## config.mk

```make
export PLATFORM = sky130hd
export DESIGN_NAME = wb_uart_rx
export DESIGN_NICKNAME = d
export VERILOG_FILES = /design/src/rtl/wb_uart_rx.sv
export SDC_FILE = /design/constraint.sdc
export NUM_CORES = 1
export LEC_CHECK = 0
export CAP_MARGIN = 10
export CELL_PAD_IN_SITES_DETAIL_PLACEMENT = 1
export CELL_PAD_IN_SITES_GLOBAL_PLACEMENT = 1
export CORE_MARGIN = 2
export CORE_UTILIZATION = 52
export CTS_BUF_LIST = sky130_fd_sc_hd__clkbuf_16
export DETAILED_ROUTE_END_ITERATION = 10
export DONT_BUFFER_PORTS = 1
export PLACE_DENSITY_LB_ADDON = 0.1
export SKIP_CTS_REPAIR_TIMING = 1
export SLEW_MARGIN = 10
export SYNTH_ARGS = -nofsm -noshare
export SYNTH_HDL_FRONTEND = slang
export SYNTH_SLANG_ARGS = --single-unit
```

## constraint.sdc

```tcl
create_clock -name wb_clk -period 3.7 [get_ports wb_clk]
set_input_delay 0.185 -clock wb_clk [delete_from_list [all_inputs] [get_ports wb_clk]]
set_output_delay 0.185 -clock wb_clk [all_outputs]
set_load 0.02 [all_outputs]
```

## src/rtl/wb_uart_rx.sv

```systemverilog
// Wishbone-slave 8N1 UART receiver with 16x oversampling, programmable divisor,
// receive FIFO and level interrupt.
module wb_uart_rx #(
  parameter logic [15:0] DIV_RESET = 16'd0,
  parameter int          FIFO_AW   = 3
) (
  input  logic        wb_clk,
  input  logic        wb_rst,
  input  logic [31:0] wb_adr,
  input  logic [31:0] wb_data_w,
  output logic [31:0] wb_data_r,
  input  logic        wb_we,
  input  logic [3:0]  wb_sel,
  input  logic        wb_cyc,
  input  logic        wb_stb,
  output logic        wb_ack,
  input  logic        rx_i,
  output logic        irq
);

  // state   | meaning
  // S_IDLE  | waiting for a 1->0 edge seen on consecutive ticks
  // S_START | checking the start bit at mid-bit (8th tick)
  // S_DATA  | sampling 8 data bits, one every 16 ticks, LSB first
  // S_STOP  | checking the stop bit, pushing the byte or flagging frame_err
  localparam logic [1:0] S_IDLE  = 2'd0;
  localparam logic [1:0] S_START = 2'd1;
  localparam logic [1:0] S_DATA  = 2'd2;
  localparam logic [1:0] S_STOP  = 2'd3;

  localparam int               DEPTH   = 2 ** FIFO_AW;
  localparam logic [FIFO_AW:0] DEPTH_C = (FIFO_AW + 1)'(DEPTH);

  logic               ack_q, ack_d;
  logic [31:0]        data_r_q, data_r_d;
  logic               irq_q, irq_d;
  logic [15:0]        div_q, div_d;
  logic               rx_en_q, rx_en_d;
  logic               irq_en_q, irq_en_d;
  logic               ovr_q, ovr_d;
  logic               ferr_q, ferr_d;
  logic [FIFO_AW-1:0] wr_ptr_q, wr_ptr_d;
  logic [FIFO_AW-1:0] rd_ptr_q, rd_ptr_d;
  logic [FIFO_AW:0]   cnt_q, cnt_d;
  logic [15:0]        tcnt_q, tcnt_d;
  logic               sync1_q, sync2_q;
  logic               prev_q, prev_d;
  logic [1:0]         state_q, state_d;
  logic [3:0]         scnt_q, scnt_d;
  logic [2:0]         bidx_q, bidx_d;
  logic [7:0]         shift_q, shift_d;
  logic [7:0]         mem_q [DEPTH];

  logic        access, rd_acc, wr_acc, wr_status;
  logic [1:0]  adr;
  logic        not_empty, full, pop, push, push_ok, ovr_set, ferr_set, tick, rxs;
  logic [31:0] rdata;
  logic        unused;

  assign unused = ^{wb_sel, wb_adr[31:4], wb_adr[1:0], wb_data_w[31:16]};

  assign rxs       = sync2_q;
  assign adr       = wb_adr[3:2];
  assign access    = wb_cyc & wb_stb & ~ack_q;
  assign rd_acc    = access & ~wb_we;
  assign wr_acc    = access & wb_we;
  assign wr_status = wr_acc & (adr == 2'd1);
  assign not_empty = (cnt_q != '0);
  assign full      = (cnt_q == DEPTH_C);
  assign pop       = rd_acc & (adr == 2'd0) & not_empty;
  // A push into a full FIFO still lands if the same cycle pops.
  assign push_ok   = push & (~full | pop);
  assign ovr_set   = push & full & ~pop;
  assign tick      = rx_en_q & (tcnt_q == 16'd0);

  always_comb begin
    rdata = 32'd0;
    unique case (adr)
      2'd0: rdata = not_empty ? {24'd0, mem_q[rd_ptr_q]} : 32'd0;
      2'd1: rdata = {28'd0, ferr_q, ovr_q, full, not_empty};
      2'd2: rdata = {16'd0, div_q};
      2'd3: rdata = {30'd0, irq_en_q, rx_en_q};
      default: rdata = 32'd0;
    endcase
  end

  always_comb begin
    ack_d    = access;
    data_r_d = rd_acc ? rdata : 32'd0;
    div_d    = div_q;
    rx_en_d  = rx_en_q;
    irq_en_d = irq_en_q;
    if (wr_acc && adr == 2'd2) div_d = wb_data_w[15:0];
    if (wr_acc && adr == 2'd3) begin
      rx_en_d  = wb_data_w[0];
      irq_en_d = wb_data_w[1];
    end
    ovr_d  = (ovr_q & ~(wr_status & wb_data_w[2])) | ovr_set;
    ferr_d = (ferr_q & ~(wr_status & wb_data_w[3])) | ferr_set;
    irq_d  = irq_en_q & (not_empty | ovr_q | ferr_q);
  end

  always_comb begin
    wr_ptr_d = wr_ptr_q + FIFO_AW'(push_ok);
    rd_ptr_d = rd_ptr_q + FIFO_AW'(pop);
    cnt_d    = cnt_q;
    unique case ({push_ok, pop})
      2'b10:   cnt_d = cnt_q + 1'b1;
      2'b01:   cnt_d = cnt_q - 1'b1;
      default: cnt_d = cnt_q;
    endcase
  end

  // Oversample timer: reloads with DIV on terminal count, giving a tick every DIV+1 clocks.
  always_comb begin
    if (!rx_en_q)             tcnt_d = 16'd0;
    else if (tcnt_q == 16'd0) tcnt_d = div_q;
    else                      tcnt_d = tcnt_q - 16'd1;
  end

  always_comb begin
    state_d  = state_q;
    scnt_d   = scnt_q;
    bidx_d   = bidx_q;
    shift_d  = shift_q;
    push     = 1'b0;
    ferr_set = 1'b0;
    prev_d   = tick ? rxs : prev_q;
    if (!rx_en_q) begin
      state_d = S_IDLE;
    end else if (tick) begin
      unique case (state_q)
        S_IDLE: begin
          if (!rxs && prev_q) begin
            state_d = S_START;
            scnt_d  = 4'd0;
          end
        end
        S_START: begin
          if (scnt_q == 4'd7) begin
            scnt_d  = 4'd0;
            bidx_d  = 3'd0;
            state_d = rxs ? S_IDLE : S_DATA;
          end else begin
            scnt_d = scnt_q + 4'd1;
          end
        end
        S_DATA: begin
          scnt_d = scnt_q + 4'd1;
          if (scnt_q == 4'd15) begin
            shift_d = {rxs, shift_q[7:1]};
            bidx_d  = bidx_q + 3'd1;
            if (bidx_q == 3'd7) state_d = S_STOP;
          end
        end
        S_STOP: begin
          scnt_d = scnt_q + 4'd1;
          if (scnt_q == 4'd15) begin
            push     = rxs;
            ferr_set = ~rxs;
            state_d  = S_IDLE;
          end
        end
        default: state_d = S_IDLE;
      endcase
    end
  end

  always_ff @(posedge wb_clk or posedge wb_rst) begin
    if (wb_rst) begin
      ack_q    <= 1'b0;
      data_r_q <= 32'd0;
      irq_q    <= 1'b0;
      div_q    <= DIV_RESET;
      rx_en_q  <= 1'b0;
      irq_en_q <= 1'b0;
      ovr_q    <= 1'b0;
      ferr_q   <= 1'b0;
      wr_ptr_q <= '0;
      rd_ptr_q <= '0;
      cnt_q    <= '0;
      tcnt_q   <= 16'd0;
      sync1_q  <= 1'b1;
      sync2_q  <= 1'b1;
      prev_q   <= 1'b1;
      state_q  <= S_IDLE;
      scnt_q   <= 4'd0;
      bidx_q   <= 3'd0;
      shift_q  <= 8'd0;
    end else begin
      ack_q    <= ack_d;
      data_r_q <= data_r_d;
      irq_q    <= irq_d;
      div_q    <= div_d;
      rx_en_q  <= rx_en_d;
      irq_en_q <= irq_en_d;
      ovr_q    <= ovr_d;
      ferr_q   <= ferr_d;
      wr_ptr_q <= wr_ptr_d;
      rd_ptr_q <= rd_ptr_d;
      cnt_q    <= cnt_d;
      tcnt_q   <= tcnt_d;
      sync1_q  <= rx_i;
      sync2_q  <= sync1_q;
      prev_q   <= prev_d;
      state_q  <= state_d;
      scnt_q   <= scnt_d;
      bidx_q   <= bidx_d;
      shift_q  <= shift_d;
    end
  end

  always_ff @(posedge wb_clk) begin
    if (push_ok) mem_q[wr_ptr_q] <= shift_q;
  end

  assign wb_ack    = ack_q;
  assign wb_data_r = data_r_q;
  assign irq       = irq_q;

endmodule

```

==> impl_metrics.env <==
export IMPL_mostFrequentLayoutCells="dfrtp_1 (81), edfxtp_1 (64), nand2_1 (34)"
export IMPL_min_path_type="in -> reg"
export IMPL_grt_max_degree=37
export IMPL_core_um2=12500
export IMPL_crit_buf_inv=0
export IMPL_setup_tns_ns=0
export IMPL_max_vdd_ir_drop_uv=598
export IMPL_end_kind="register"
export IMPL_dieWidth_um=117
export IMPL_async_reset_ff_share_pct=56.8
export IMPL_finalSetupViolations=0
export IMPL_clock_path_buffers=2
export IMPL_vias=3898
export IMPL_h_tree_depth=4
export IMPL_insertion_delay_ns=0.43
export IMPL_slowest_stage="or4_4"
export IMPL_synth_edf_count=64
export IMPL_clkSinkCount=148
export IMPL_hpwl_um=9190
export IMPL_dp_slack_ns=0.440
export IMPL_final_cells=709
export IMPL_drt_initial_drc_count=170
export IMPL_start_util_pct=52.8
export IMPL_final_common_cell="dfrtp_1"
export IMPL_cp_arrival_ns=3.58
export IMPL_maxSlewViolCount=0
export IMPL_wire_per_inst_um=19.6
export IMPL_max_slew_margin_pct=40.4
export IMPL_finalHoldViolCount=2
export IMPL_fin_skew_ns=0.00600
export IMPL_antenna_left=0
export IMPL_io_pins=108
export IMPL_firstDrtPassIters=4
export IMPL_worst_ep_required_time_ns=4.01
export IMPL_drv_cap=0
export IMPL_via_per_inst=5.50
export IMPL_gr_total_overflow=0
export IMPL_clk_pin_slew_ns=0.06
export IMPL_fin_area_um2=7670
export IMPL_syn_to_final_growth_pct=16.1
export IMPL_antenna_found_initial=1
export IMPL_grt_pass1_wl_um=21700
export IMPL_max_freq_mhz=306
export IMPL_finalCritPeriodShare_pct=88.3
export IMPL_ys_top_cells_by_area="dfrtp_1 (31%), edfxtp_1 (29%), mux4_2 (5.5%)"
export IMPL_synthDistinctLibCells=55
export IMPL_cts_tree="yes"
export IMPL_wirelength_um=13900
export IMPL_syn_inst=484
export IMPL_critical_path_top_delay_family="simple AND/OR/NAND/NOR gates"
export IMPL_synth_area_um2=6610
export IMPL_cpPeakStageDelay_ns=0.57
export IMPL_io_buffers=0
export IMPL_synth_seq_area_share_pct=61.0
export IMPL_ys_seq_elements=148
export IMPL_cts_buffers_inserted=17
export IMPL_outcome="complete, but fails checks"
export IMPL_std_cell_rows=41
export IMPL_drive_above_1_share_pct=19.4
export IMPL_grt_pass1_vias=4138
export IMPL_dpl_cell_area_um2=6830
export IMPL_drcViolationCount=0
export IMPL_ys_warn_count=0
export IMPL_critPathKind="reg -> reg"
export IMPL_whs_ns=-0.0187
export IMPL_path_cells="or4_4 > nor4_4 > and2_1 > nand3_1 > or3b_1 > ha_1 > xor2_1 > ha_1 > a21oi_1 > xor2_1 > nor2_1 > xor2_1"
export IMPL_root_buffer="clkbuf_16"
export IMPL_crit_path_frequent_cell="xor2_1"
export IMPL_dieArea_um2=13600
export IMPL_path_max_fanout=5
export IMPL_rsz0062_at_grt="no"
export IMPL_p_per_area_nw_per_um2=623
export IMPL_die_y_um=117
export IMPL_netlist_area_leader_share_pct=30.7
export IMPL_worst_pin_slew_ns=0.890
export IMPL_worst_slack_ns=0.433
export IMPL_nets=614
export IMPL_leakagePower_nw=3.04
export IMPL_dpl_cell_count=655
export IMPL_cp_start_kind="register"
export IMPL_grt_use_total_pct=21.8
export IMPL_gp_congestion=0.745
export IMPL_violations="negative hold slack"
export IMPL_synth_ff_type="dfrtp_1"
export IMPL_period_minus_slack_ns=3.27
export IMPL_avgSynthCellArea_um2=13.6
export IMPL_yosysTopAreaCell="dfrtp_1"
-- metrics by stage --
step / power [mW] / util, % / hold slack (ns)
6_report: 4.78 / 61.3 / -0.0187
3_5_place_dp: 2.98 / 54.5 / 0.176
3_3_place_gp: 2.95 / 54.5 / 0.162
5_1_grt: 5.02 / 61.3 / 0.00354
2_1_floorplan: 2.75 / - / 0.189
4_1_cts: 4.81 / 59.6 / -0.301
-- synth_stat cells (2+ instances only) --
master	number
nand3b_1	5
and2_1	9
clkbuf_1	13
o21ai_0	23
o221ai_1	2
dfrtp_1	81
or3_1	5
nor4_1	9
nor3b_1	2
mux2_2	29
mux2i_1	8
o22ai_1	2
dfstp_2	3
or4_1	5
buf_4	16
mux4_2	16
nor2b_1	7
inv_1	14
xor2_1	13
nand4b_1	2
buf_2	4
o211a_1	9
nor3_1	8
and3_1	3
edfxtp_1	64
a2111oi_0	6
nand2b_1	8
xnor2_1	5
or2_2	3
or4_4	2
nand2_1	34
nor2_1	19
ha_1	17
nand3_1	8
a21oi_1	10
-- cell type report --
class,count,area (um2)
fill,1248,4850
timing repair buffer,40,353
multi-input combinational,302,2390
tap,172,215
sequential,148,4030
clock buffer,19,475
clock inverter,13,154
antenna,1,2.50
inverter,14,53.8
-- power breakdown --
part	leakage (nW)	switching, mW	internal [mW]
registers	1.56	0.161	1.85
clock network	0.320	0.682	1.14
logic	1.17	0.515	0.432
-- tightest hold or removal path: cells and delay by family --
kind / cells / cell delay [ns]
AO/OA/AOI/OAI: 2 / 0.11
AND/OR/NAND/NOR: 1 / 0.07
-- registers in the layout, summed over array words and instances (netlist names), 2 cells and up --
name	flops
state_q	2
wr_ptr_q	3
shift_q	8
wb_data_r	16
rd_ptr_q	3
cnt_q	4
scnt_q	4
tcnt_q	16
bidx_q	3
mem_q	64
div_q	16
-- final timing paths --
kind / start / end / slack, ns / depth (start not counted)
worst max-delay path: tcnt_q[4]$_DFF_PP0_ / cnt_q[2]$_DFFE_PP0P_ / 0.43 / 12
worst min-delay path: wb_adr[2] / wb_data_r[1]$_DFF_PP0_ / -0.02 / 3
worst max register to register: tcnt_q[4]$_DFF_PP0_ / cnt_q[2]$_DFFE_PP0P_ / 0.43 / 12
worst min register to register: sync1_q$_DFF_PP1_ / rxs$_DFF_PP1_ / 0.36 / 0
max in group asynchronous: wb_rst / rxs$_DFF_PP1_ / 2.55 / 3
min in group asynchronous: wb_rst / wb_data_r[7]$_DFF_PP0_ / 0.28 / 2
-- layer usage --
layer	GRT usage, %	routed length (um)
met1	25.5	5720
met2	38.8	7630
met3	5.97	373
met4	7.61	209
met5	0	0
-- kinds of logic (layout without fill, tap and decap cells) --
kind of cell	after synthesis	in the layout	synth area share, %
DFF	148	148	61.0
xor gates and xnor gates	18	18	2.39
muxes	53	53	11.6
other	1	17	0.0568
AOI/OAI and AO/OA	62	62	6.31
buffers and inverters	49	86	3.88
adders and majority gates	17	17	3.22
and+or+nand+nor	136	136	11.6
(Power assumes the default switching activity.)
